**config.mk**
```make
export PLATFORM = sky130hd
export DESIGN_NAME = multi_edge_detect
export DESIGN_NICKNAME = d
export VERILOG_FILES = /design/src/rtl/edge_pkg.sv /design/src/rtl/edge_chan.sv /design/src/rtl/multi_edge_detect.sv
export SDC_FILE = /design/constraint.sdc
export NUM_CORES = 1
export LEC_CHECK = 0
export CORE_MARGIN = 4
export CORE_UTILIZATION = 30
export DETAILED_ROUTE_END_ITERATION = 10
export GPL_ROUTABILITY_DRIVEN = 0
export GPL_TIMING_DRIVEN = 0
export PLACE_DENSITY = 0.63
export SLEW_MARGIN = 20
export SYNTH_ARGS = -nofsm -noshare
export SYNTH_HDL_FRONTEND = slang
export SYNTH_SLANG_ARGS = --single-unit
```
**constraint.sdc**
```tcl
create_clock -name clk -period 1.6 [get_ports clk]
set_clock_uncertainty 0.15 [all_clocks]
set_input_delay 0.4 -clock clk [delete_from_list [all_inputs] [get_ports clk]]
set_output_delay 0.4 -clock clk [all_outputs]
set_load 0.01 [all_outputs]
```
**src/rtl/edge_pkg.sv**
```systemverilog
// Shared definitions for multi_edge_detect: event-mode encodings, parameter
// legal ranges and the mode decode helpers used by every channel.
package edge_pkg;

  typedef enum logic [1:0] {
    MODE_OFF  = 2'b00,
    MODE_RISE = 2'b01,
    MODE_FALL = 2'b10,
    MODE_BOTH = 2'b11
  } mode_e;

  localparam int N_CH_MIN        = 1;
  localparam int N_CH_MAX        = 32;
  localparam int SYNC_STAGES_MIN = 2;
  localparam int FILT_LEN_MIN    = 2;
  localparam int FILT_LEN_MAX    = 255;
  localparam int CNT_W_MIN       = 1;
  localparam int CNT_W_MAX       = 16;

  function automatic logic rise_en(input logic [1:0] m);
    return (m == MODE_RISE) || (m == MODE_BOTH);
  endfunction

  function automatic logic fall_en(input logic [1:0] m);
    return (m == MODE_FALL) || (m == MODE_BOTH);
  endfunction

endpackage

```
**src/rtl/edge_chan.sv**
```systemverilog
// One edge-detect channel: synchroniser, optional debounce filter
// (EDGE_FILT_EN), edge pulses, sticky flag and saturating event counter.
module edge_chan
  import edge_pkg::*;
#(
  parameter int SYNC_STAGES = 2,
`ifdef EDGE_FILT_EN
  parameter int FILT_LEN    = 3,
`endif
  parameter int CNT_W       = 8
) (
  input  logic             clk,
  input  logic             rst_n,
  input  logic             din,
  input  logic [1:0]       mode,
  input  logic             clr,
  output logic             rise,
  output logic             down,
  output logic             flag,
  output logic [CNT_W-1:0] evt_cnt
);

  function automatic logic [CNT_W-1:0] sat_inc(input logic [CNT_W-1:0] v);
    return (v == {CNT_W{1'b1}}) ? v : v + 1'b1;
  endfunction

  logic [SYNC_STAGES-1:0] sync_p0;
  logic                   synced;
  logic                   lvl;
  logic                   lvl_d_p1;
  logic                   rise_p2;
  logic                   down_p2;
  logic                   evt;
  logic                   flag_p3;
  logic [CNT_W-1:0]       cnt_p3;

  // Stage p0: metastability chain
  always_ff @(posedge clk or negedge rst_n) begin
    if (!rst_n) sync_p0 <= '0;
    else        sync_p0 <= {sync_p0[SYNC_STAGES-2:0], din};
  end

  assign synced = sync_p0[SYNC_STAGES-1];

`ifdef EDGE_FILT_EN
  localparam int FCNT_W = $clog2(FILT_LEN + 1);

  logic              filt_p1;
  logic [FCNT_W-1:0] fcnt_p1;

  // Stage p1: debounce, level only follows after FILT_LEN consecutive disagreeing cycles
  always_ff @(posedge clk or negedge rst_n) begin
    if (!rst_n) begin
      filt_p1 <= 1'b0;
      fcnt_p1 <= '0;
    end else if (synced != filt_p1) begin
      if (fcnt_p1 == FCNT_W'(FILT_LEN - 1)) begin
        filt_p1 <= synced;
        fcnt_p1 <= '0;
      end else begin
        fcnt_p1 <= fcnt_p1 + 1'b1;
      end
    end else begin
      fcnt_p1 <= '0;
    end
  end

  assign lvl = filt_p1;
`else
  assign lvl = synced;
`endif

  // Stage p1/p2: previous level and registered edge pulses
  always_ff @(posedge clk or negedge rst_n) begin
    if (!rst_n) begin
      lvl_d_p1 <= 1'b0;
      rise_p2  <= 1'b0;
      down_p2  <= 1'b0;
    end else begin
      lvl_d_p1 <= lvl;
      rise_p2  <= lvl & ~lvl_d_p1;
      down_p2  <= ~lvl & lvl_d_p1;
    end
  end

  assign evt = (rise_p2 & rise_en(mode)) | (down_p2 & fall_en(mode));

  // Stage p3: sticky flag and counter; an event beats a simultaneous clear
  always_ff @(posedge clk or negedge rst_n) begin
    if (!rst_n) begin
      flag_p3 <= 1'b0;
      cnt_p3  <= '0;
    end else begin
      flag_p3 <= evt | (flag_p3 & ~clr);
      if (evt)      cnt_p3 <= clr ? CNT_W'(1) : sat_inc(cnt_p3);
      else if (clr) cnt_p3 <= '0;
    end
  end

  assign rise    = rise_p2;
  assign down    = down_p2;
  assign flag    = flag_p3;
  assign evt_cnt = cnt_p3;

endmodule

```
**src/rtl/multi_edge_detect.sv**
```systemverilog
// N_CH independent edge detectors with per-channel event flags/counters and
// a shared interrupt. Optional debounce filter enabled by macro EDGE_FILT_EN.
module multi_edge_detect
  import edge_pkg::*;
#(
  parameter int N_CH        = 4,
  parameter int SYNC_STAGES = 2,
  parameter int FILT_LEN    = 3,
  parameter int CNT_W       = 8
) (
  input  logic                  clk,
  input  logic                  rst_n,
  input  logic [N_CH-1:0]       din,
  input  logic [2*N_CH-1:0]     mode,
  input  logic [N_CH-1:0]       clr,
  output logic [N_CH-1:0]       rise,
  output logic [N_CH-1:0]       down,
  output logic [N_CH-1:0]       flag,
  output logic [N_CH*CNT_W-1:0] evt_cnt,
  output logic                  irq
);

  if (N_CH < N_CH_MIN || N_CH > N_CH_MAX) begin : g_bad_n_ch
    $error("multi_edge_detect: N_CH out of range");
  end
  if (SYNC_STAGES < SYNC_STAGES_MIN) begin : g_bad_sync
    $error("multi_edge_detect: SYNC_STAGES out of range");
  end
  if (CNT_W < CNT_W_MIN || CNT_W > CNT_W_MAX) begin : g_bad_cnt_w
    $error("multi_edge_detect: CNT_W out of range");
  end
`ifdef EDGE_FILT_EN
  if (FILT_LEN < FILT_LEN_MIN || FILT_LEN > FILT_LEN_MAX) begin : g_bad_filt
    $error("multi_edge_detect: FILT_LEN out of range");
  end
`endif

  for (genvar i = 0; i < N_CH; i++) begin : g_ch
    edge_chan #(
      .SYNC_STAGES (SYNC_STAGES),
`ifdef EDGE_FILT_EN
      .FILT_LEN    (FILT_LEN),
`endif
      .CNT_W       (CNT_W)
    ) u_chan (
      .clk     (clk),
      .rst_n   (rst_n),
      .din     (din[i]),
      .mode    (mode[2*i +: 2]),
      .clr     (clr[i]),
      .rise    (rise[i]),
      .down    (down[i]),
      .flag    (flag[i]),
      .evt_cnt (evt_cnt[CNT_W*i +: CNT_W])
    );
  end

  assign irq = |flag;

endmodule

```
==> results of run 1 <==
## critical path: stages, from the launching register on
cell,delay (ps)
dfrtp_1,390
or4_1,520
buf_2,160
## metal layers
layer  share of wire [%]  routed length, um  vias up  GRT usage [%]
met5                   0                  0        -              0
met1                  43               2680     1099           15.6
met4                0.35                 22        0           2.49
li1                    -                  -     1095              -
met2                  53               3290       38           21.4
met3                 3.6                222        2           2.50
## cell usage in the layout, fill, tap and decap left out, types with 2 or more instances in the layout
master,count
buf_4,66
dfrtp_1,49
dlygate4sd2_1,28
nor2_1,22
buf_6,17
nand2_1,13
nor2b_1,11
o21ai_0,9
nand4_1,9
mux2i_1,9
clkdlybuf4s50_1,9
buf_2,9
dfrtp_2,7
inv_1,6
clkbuf_8,6
clkdlybuf4s15_1,6
a21oi_1,5
nor3_1,5
and3_1,5
xor2_1,5
a21oi_2,4
nand3b_1,4
clkbuf_1,3
nand3_4,3
o21ai_1,3
o211ai_1,3
or3_1,3
nand3_1,3
a31oi_1,3
ha_4,3
a22oi_2,2
a22o_4,2
nand2b_1,2
or3_4,2
mux2_4,2
o21bai_1,2
## Yosys cell counts, types with 2 or more instances
cell / n
nor3_1: 7
and3_1: 5
nand2_1: 13
a21oi_1: 9
o211ai_1: 3
nand2b_1: 2
nor2_1: 23
a31oi_1: 3
o21ai_1: 3
or3_1: 5
nand3_1: 5
inv_1: 6
xor2_1: 5
mux2i_1: 9
or4_1: 2
a22o_1: 2
o21ai_0: 10
clkbuf_1: 4
mux2_1: 2
nand3b_1: 4
o21bai_1: 2
nand4_1: 9
ha_1: 4
buf_4: 12
a22oi_2: 2
dfrtp_1: 56
nor2b_1: 11
## sequential cells by signal, indices dropped and copies added, names as in the netlist
name / cells
g_ch.u_chan.down: 4
g_ch.u_chan.evt_cnt: 32
g_ch.u_chan.flag: 4
g_ch.u_chan.lvl_d_p1: 4
g_ch.u_chan.rise: 4
g_ch.u_chan.sync_p0: 8
## metrics by stage
stage | hold slack (ps) | area (um^2) | total power [mW]
after floorplan | -45.6 | 2560 | 1.70
after global placement | 183 | 3290 | 1.89
after detailed placement | 49.6 | 3310 | 1.90
after CTS | 209 | 3910 | 2.98
after global routing | 215 | 4100 | 3.12
final | 207 | 4100 | 2.97
## area by class of cell
cell class | instances | area [um^2]
fillers | 785 | 4160
flip-flops and latches | 56 | 1410
multi-input cells | 156 | 1220
repair buffers | 128 | 1110
well taps | 105 | 131
plain buffers | 13 | 86.3
clock buffers | 6 | 82.6
clock inverters | 2 | 38.8
inverters | 6 | 22.5
## kinds of logic (layout without fill, tap and decap cells)
family          Yosys count  in the layout  synth area share (%)
mux                      11             11                  4.41
compound gates           44             44                  11.9
simple gates             92             92                  20.2
xor+xnor                  5              5                  1.71
buf+inv                  22            155                  5.00
fa+ha+maj                 4              4                  1.96
flops                    56             56                  54.8
## power groups by stage
stage                     Combinational, mW  Clock (mW)  Sequential, mW
after floorplan                       0.146           0            1.55
after global placement                0.337           0            1.55
after detailed placement              0.351           0            1.55
after CTS                             0.447        1.02            1.52
after global routing                  0.522        1.07            1.53
final                                 0.472       0.974            1.52
## repair_timing
action	CTS	global route
hold buffers	1	0
endpoints found under the setup margin	57	31
resized for setup	125	30
setup buffers	50	18
pin swaps	18	18
endpoints found under the hold margin	56	0
## worst paths after layout
check / from / endpoint / slack (ps)
setup / recovery: g_ch[0].u_chan.flag / irq / -320
hold / removal: g_ch[2].u_chan.sync_p0[0] / g_ch[2].u_chan.sync_p0[1] / 210
setup reg to reg: g_ch[0].u_chan.rise / g_ch[0].u_chan.evt_cnt[1] / -30
hold reg to reg: g_ch[2].u_chan.sync_p0[0] / g_ch[2].u_chan.sync_p0[1] / 210
max in group asynchronous: rst_n / g_ch[3].u_chan.evt_cnt[7] / 570
min in group asynchronous: rst_n / g_ch[1].u_chan.sync_p0[0] / 260
==> run metrics, run 1 <==
Final Hold Viols 0; via count approximately 2200; H-tree level count 2; sequential share of the synthesized area a little over half; peak supply drop 0.456 mV; Main synth FF type dfrtp_1; Die Y approximately 100 um; synth unique cells 43; hold depth 0; first-pass GRT wire length about 10000 um; Yosys reg bits 56; Max-Cap Viols 0; dpl cells around 400; crit path kind flop to primary output; top cell type's share of synthesized area between 50% and 60%; initial core utilization 30.9%; vias in the first global route ~2100; Die W between 100 and 150 um; dominant cell type by area after synthesis dfrtp_1; Yosys warnings 0; GRT overflow 0; sum of negative setup slack -575 ps; Worst Tran Pin Value about 470 ps; Layout Nets 388; CTS tree done; minimum clock period ~1900 ps; CP Capture Type primary output; drt drc 0; Post-DP HPWL around 3700 um; sw frac 24.0%; Area growth, synth to finish 60.5%; drt pass-1 iters 4; ANT nets after route 0; Critical Path Fanout Max 2; failing checks negative setup slack; Clock Path Buffers 2; Worst Hold Class flop to flop; post-synthesis net count about 260; GRT Total Usage 12.2%; Psw between 0.7 and 0.8 mW; largest net degree at the start of global routing between 50 and 60; non-filler cells, final 472; layout cells sized above 1 between 30% and 40%; status finished with violations; Syn Area/Cell 10.9 um^2; clock slew at reported path FFs approximately 100 ps; vias per cell 4.73; min setup slack post-route -324 ps; asr flop ratio synth 100%; Static Leakage 1.97 nW; Max Clock Freq between 500 and 600 MHz; Clock Tree Root clkbuf_8; power per cell area around 720 nW/um^2; slew margin rel. a little under 70%; Final Setup Violations 7; Req. time, crit path about 1100 ps; Post-Route WL roughly 6200 um; top area cells in the synthesized netlist dfrtp_1 55%, mux2i_1 3.5%, buf_4 3.5%, nor2_1 3.4%, nor2b_1 2.7%; drt initial violations 64; row count 33; Reg power frac 51.2%; Comb pwr share 15.9%; final worst path period share 120%; number of flops mapped to enable cells by yosys 0; Core ar. 8260 um^2; CTS buffer count 5; clock sink count between 50 and 60; initial antenna violation count 0; WL per Instance 13.2 um; RSZ-0062 raised after global routing true; port buffer count approximately 60; worst path arrival time between 1000 and 1500 ps; full die area ~10000 um^2; post-layout util roughly half; Syn Std Cell Area 2550 um^2; Antenna diodes 0; Pint roughly 2.3 mW; CP startpoint kind flop; Syn Inst Count ~230; max-slew violation count 0; clock power share about a third; setup slack at placement -492 ps; IO Pins 63; R2R depth 6; worst-skew pair later-pin latency approximately 300 ps
Note: power is estimated with default switching activity, not from simulation.
==> run 2: changes to the inputs <==
--- a/config.mk
+++ b/config.mk
@@ -5,12 +5,13 @@
 export SDC_FILE = /design/constraint.sdc
 export NUM_CORES = 1
 export LEC_CHECK = 0
+export ABC_AREA = 1
 export CORE_MARGIN = 4
 export CORE_UTILIZATION = 30
 export DETAILED_ROUTE_END_ITERATION = 10
 export GPL_ROUTABILITY_DRIVEN = 0
 export GPL_TIMING_DRIVEN = 0
-export PLACE_DENSITY = 0.63
+export PLACE_DENSITY = 0.62
 export SLEW_MARGIN = 20
 export SYNTH_ARGS = -nofsm -noshare
 export SYNTH_HDL_FRONTEND = slang
==> run 2 against run 1 <==
The run now ends clean. Critical endpoint unchanged. Setup slack better by 350 ps. Sequential share of layout area up 0.31 points. Core utilization down 3.7 points. Largest cell class unchanged. Die area up 7.7%. Highest routed layer unchanged.
==> run metrics, run 2 <==
status complete, no violations; Worst Tran Pin Value approximately 330 ps; RSZ-0062 raised after global routing true; Post-Route WL 6930 um; crit path buf inv count 2; Syn Area/Cell 8.42 um^2; layout cells sized above 1 31.0%; clock sink count 56; top-count cell post-synth nand2_1; peak supply drop between 0.4 and 0.5 mV; row count 34; vias in the first global route 2467; drt pass-1 iters 4; first-pass GRT wire length approximately 11000 um; minimum clock period roughly 1600 ps; Post-DP HPWL between 4000 and 5000 um; Final Hold Viols 0; clock slew at reported path FFs ~100 ps; port buffer count 62; Layout Nets between 400 and 500; non-filler cells, final around 560; Clock Path Buffers 2; Critical Path Fanout Max 2; WL per Instance ~12 um; Worst Hold Class flop to flop; initial antenna violation count 0; sequential share of the synthesized area between 50 and 60%; critical path's slowest cell dfrtp_1; Cell Chain, Critical Path inv_2 -> nand4_1 -> buf_2; Syn Std Cell Area ~2800 um^2; max reg flops 32; GRT overflow 0; Worst Setup SP g_ch[2].u_chan.flag; largest net degree at the start of global routing 37; CTS tree done; max-slew violation count 0; full die area around 11000 um^2; Static Leakage approximately 2.1 nW; Syn Inst Count 329; CP Capture Type primary output; Final Setup Violations 0; dpl cells 500; Slowest Stage Delay on Critical Path approximately 400 ps; via count 2569; IO Pins 63; crit path kind flop to primary output; drt initial violations between 50 and 60; CP startpoint kind flop; slew margin rel. slightly below 80%; Yosys reg bits 56; worst-skew pair later-pin latency around 300 ps; number of flops mapped to enable cells by yosys 0; ANT nets after route 0; Die W 104 um; GRT Total Usage 12.5%; worst path arrival time approximately 1000 ps; dominant cell type by area after synthesis dfrtp_1; commonest non-fill, non-tap cell in the layout nand2_1; most frequent cells in the layout 71 x nand2_1, 58 x buf_4, 49 x dfrtp_1, 38 x nand3_1, 35 x inv_1; top area cells in the synthesized netlist dfrtp_1 51%, nand2_1 11%, nand3_1 7.0%, inv_1 5.3%, nor2_1 4.2%; CP top delay family flip-flops; vias per cell about 4.6; Max-Cap Viols 0; top cell type's share of synthesized area between 50% and 60%; post-layout util a little under half; post-synthesis net count 351; Antenna diodes 0; Area growth, synth to finish 46.7%; fill count approximately 900; drt drc 0; asr flop ratio synth between 90% and 100%; power per cell area 682 nW/um^2; final worst path period share a little over nine tenths; H-tree level count 2; Post-synth top cells 78 x nand2_1, 56 x dfrtp_1, 39 x inv_1, 39 x nand3_1, 31 x nor2_1; synth unique cells 28; Req. time, crit path approximately 1100 ps; Main synth FF type dfrtp_1; Yosys warnings 0; CTS buffer count 5; Core ar. approximately 9000 um^2; Max Clock Freq 633 MHz; initial core utilization ~31%; Die Y ~100 um; HP Start g_ch[1].u_chan.sync_p0[0]; R2R Path Start g_ch[0].u_chan.evt_cnt[0]; Clock Tree Root clkbuf_8
==> run 2: cell count changes in the layout (fill, tap and decap cells not counted), moves of 7 or more <==
cell,before,now
nand2_2,0,13
inv_1,6,35
clkdlybuf4s50_1,9,16
mux2i_1,9,0
buf_6,17,5
buf_4,66,58
nor2b_1,11,0
nand3_1,3,38
nand2_1,13,71
==> run 2: per-layer routing <==
layer,track usage (%),vias to the layer above,wire [um]
met5,0,-,0
met4,3.23,0,75
met3,4.22,10,470
met2,20.0,76,3290
met1,16.1,1204,3090
li1,-,1279,-
==> run 2: cells by family after synthesis <==
kind of cell	Yosys count	synth area share [%]
buf+inv	53	9.08
fa+ha+maj	4	1.81
simple gates	177	28.8
xor+xnor	7	2.21
flops	56	50.6
compound gates	32	7.50
==> run 2: worst register-to-register path, cell delays in order, from the launching register on <==
cell,delay (ps)
dfrtp_1,410
buf_6,130
ha_4,160
nand2_4,60
nor2_4,50
buf_4,130
a21o_1,140
o211ai_1,100
nand2_1,100
==> run 2: where the power goes <==
part | internal (mW) | switching, mW
clock | 0.355 | 0.444
sequential | 1.47 | 0.0336
combinational | 0.226 | 0.240
total | 2.05 | 0.718
==> run 2: area by class of cell <==
type	instances	area (um^2)	area share, %
Inverter	40	150	3.69
Sequential cell	56	1410	34.7
Timing Repair Buffer	111	911	22.4
Clock buffer	8	90.1	2.22
Multi-Input combinational cell	221	1270	31.2
Buffer	13	101	2.49
Tap cell	108	135	3.33
==> run 2: per-stage QoR <==
step	hold slack [ps]	setup slack [ps]	TNS (ps)	cell area (um^2)	power, mW
final	208	21.2	0	4060	2.77
after global routing	215	-37.7	-94.4	4060	2.93
after CTS	209	-9.75	-9.75	3900	2.78
after detailed placement	162	-401	-6860	3540	1.93
after global placement	183	-1960	-116050	3530	1.92
after floorplan	-45.6	83.9	0	2770	1.71
==> run 2: timing repair <==
item | CTS | global route
pin swaps | 5 | 9
cloned | 2 | 0
endpoints found under the hold margin | 20 | 0
setup endpoints to repair | 64 | 41
hold buffers | 1 | 0
gates resized for setup | 102 | 33
setup buffers | 36 | 10
==> run 2: path summary, 6_finish.rpt <==
check | endpoint | slack [ps] | depth (start not counted)
min in group asynchronous | g_ch[1].u_chan.evt_cnt[6] | 370 | 2
max in group asynchronous | g_ch[2].u_chan.evt_cnt[2] | 420 | 3
worst min-delay path | g_ch[1].u_chan.sync_p0[1] | 210 | 0
worst min register to register | g_ch[1].u_chan.sync_p0[1] | 210 | 0
worst max register to register | g_ch[0].u_chan.evt_cnt[6] | 50 | 8
worst max-delay path | irq | 20 | 3
==> variant: new RTL, settings of run 2 <==
Set the parameter `N_CH` to 5 (it was 4).
--- a/src/rtl/multi_edge_detect.sv
+++ b/src/rtl/multi_edge_detect.sv
@@ -5,3 +5,3 @@
 #(
-  parameter int N_CH        = 4,
+  parameter int N_CH        = 5,
   parameter int SYNC_STAGES = 2,
Ports: changed (7 resized); port bits go from 63 to 78. No check against the original RTL was run, so the function may have changed too.
==> variant against run 2 <==
The run now ends with negative setup slack left; routed wire length is 30% higher; die area is 21% higher; worst hold slack got worse by 0.010 ns; core utilization up 1.6 points; synthesized area increased by 23%; power rose by 56%; setup slack worse by 0.10 ns; design area grew 28%; sequential cell count rose by 14.
==> variant: results (changes against run 2) <==
{| class="wikitable"
! Metric !! Value
|-
| Post-place setup slack || -0.453 ns (-0.0517 ns)
|-
| DP HPWL || 5.78 mm (+29%)
|-
| Setup TNS || -0.0788 ns (-0.0788 ns)
|-
| Total CTS buffers || 9 (+4)
|-
| Netlist area before placement || 3420 um2 (+23%)
|-
| Number of sequential cells in the layout || 70 (+25%)
|-
| Endpoints failing setup || 1 (+1)
|-
| Violations in the final reports || negative setup slack
|-
| Met1 routing resource usage after global routing || 17.9% (+1.8 points)
|-
| Non-clock inverters || 44 (+10%)
|-
| Instance count after placement with tap cells included || 634 (+27%)
|-
| Post-CTS setup repair buffer count || 49 (+36%)
|-
| Top cells by count, synth || sky130_fd_sc_hd__nand2_1 (118), sky130_fd_sc_hd__dfrtp_1 (70), sky130_fd_sc_hd__nand3_1 (45)
|-
| Final setup slack of the worst path || -0.0788 ns (-0.100 ns)
|-
| Global-route wire length before repair || 14.8 mm (+31%)
|-
| Layout cells sized above 1 || 29.2% (-1.8 points)
|-
| Number of nets in the synthesized netlist || 443 (+26%)
|-
| Signed area change from the synthesized netlist to the final layout || 52.7%
|-
| Port-buffer cells || 77 (+24%)
|-
| Detailed-route wire length per cell || 12.7 um (+2.2%)
|-
| Leakage power || 0.00261 uW (+26%)
|-
| Hold Path Origin || g_ch[2].u_chan.sync_p0[0]
|-
| Largest voltage drop on the vdd net || 410 uV (+1.0%)
|-
| Worst hold slack || 0.198 ns (-0.0101 ns)
|-
| Buffers, non-clock || 153 (+23%)
|-
| Cell area reported after detailed placement || 4390 um2 (+24%)
|-
| Filler cells || 1047 (+16%)
|-
| GRT met2 Usage || 22.8% (+2.8 points)
|-
| Relative area of clock buffers and inverters in the final design || 5.28% (+3.1 points)
|-
| CTS clk-pin slew, worst paths || 0.05 ns (-0.05 ns)
|-
| Net count reported at finish || 592 (+26%)
|-
| Synthesized area per cell || 8.21 um2 (-2.5%)
|-
| Non-clock buffer share || 24.8% (-0.12 points)
|-
| Number of H-tree branching levels || 3 (+1)
|-
| Area of combinational cells with multiple inputs || 1540 um2 (+22%)
|-
| Slew @ Worst Pin || 0.377 ns (+0.0491 ns)
|-
| Met3 demand-to-capacity share in global routing || 4.39% (+0.17 points)
|-
| Run status || finished, violations left
|-
| CTS-repair resized insts || 144 (+41%)
|-
| Sequential share of the synthesized area || 51.3% (+0.69 points)
|-
| Metal-1 WL || 4.00 mm (+29%)
|}
## variant: cell count changes after synthesis, moves of 3 or more
cell / run 2 / this run
sky130_fd_sc_hd__nand4_1: 5 / 8
sky130_fd_sc_hd__nor2_1: 31 / 41
sky130_fd_sc_hd__o21ai_0: 13 / 10
sky130_fd_sc_hd__dfrtp_1: 56 / 70
sky130_fd_sc_hd__o21ai_1: 4 / 16
sky130_fd_sc_hd__nor2_2: 1 / 4
sky130_fd_sc_hd__a21oi_1: 2 / 5
sky130_fd_sc_hd__buf_4: 12 / 15
sky130_fd_sc_hd__nand2_1: 78 / 118
sky130_fd_sc_hd__nand3_1: 39 / 45
sky130_fd_sc_hd__o21ai_2: 5 / 0
sky130_fd_sc_hd__nand2_2: 10 / 7
sky130_fd_sc_hd__or2_2: 5 / 2
sky130_fd_sc_hd__clkinv_1: 0 / 3
## variant: report_power, final
part	switching, uW	total (uW)	internal, uW
logic	283	578	294
registers	57.7	1900	1850
clock network	724	1840	1120
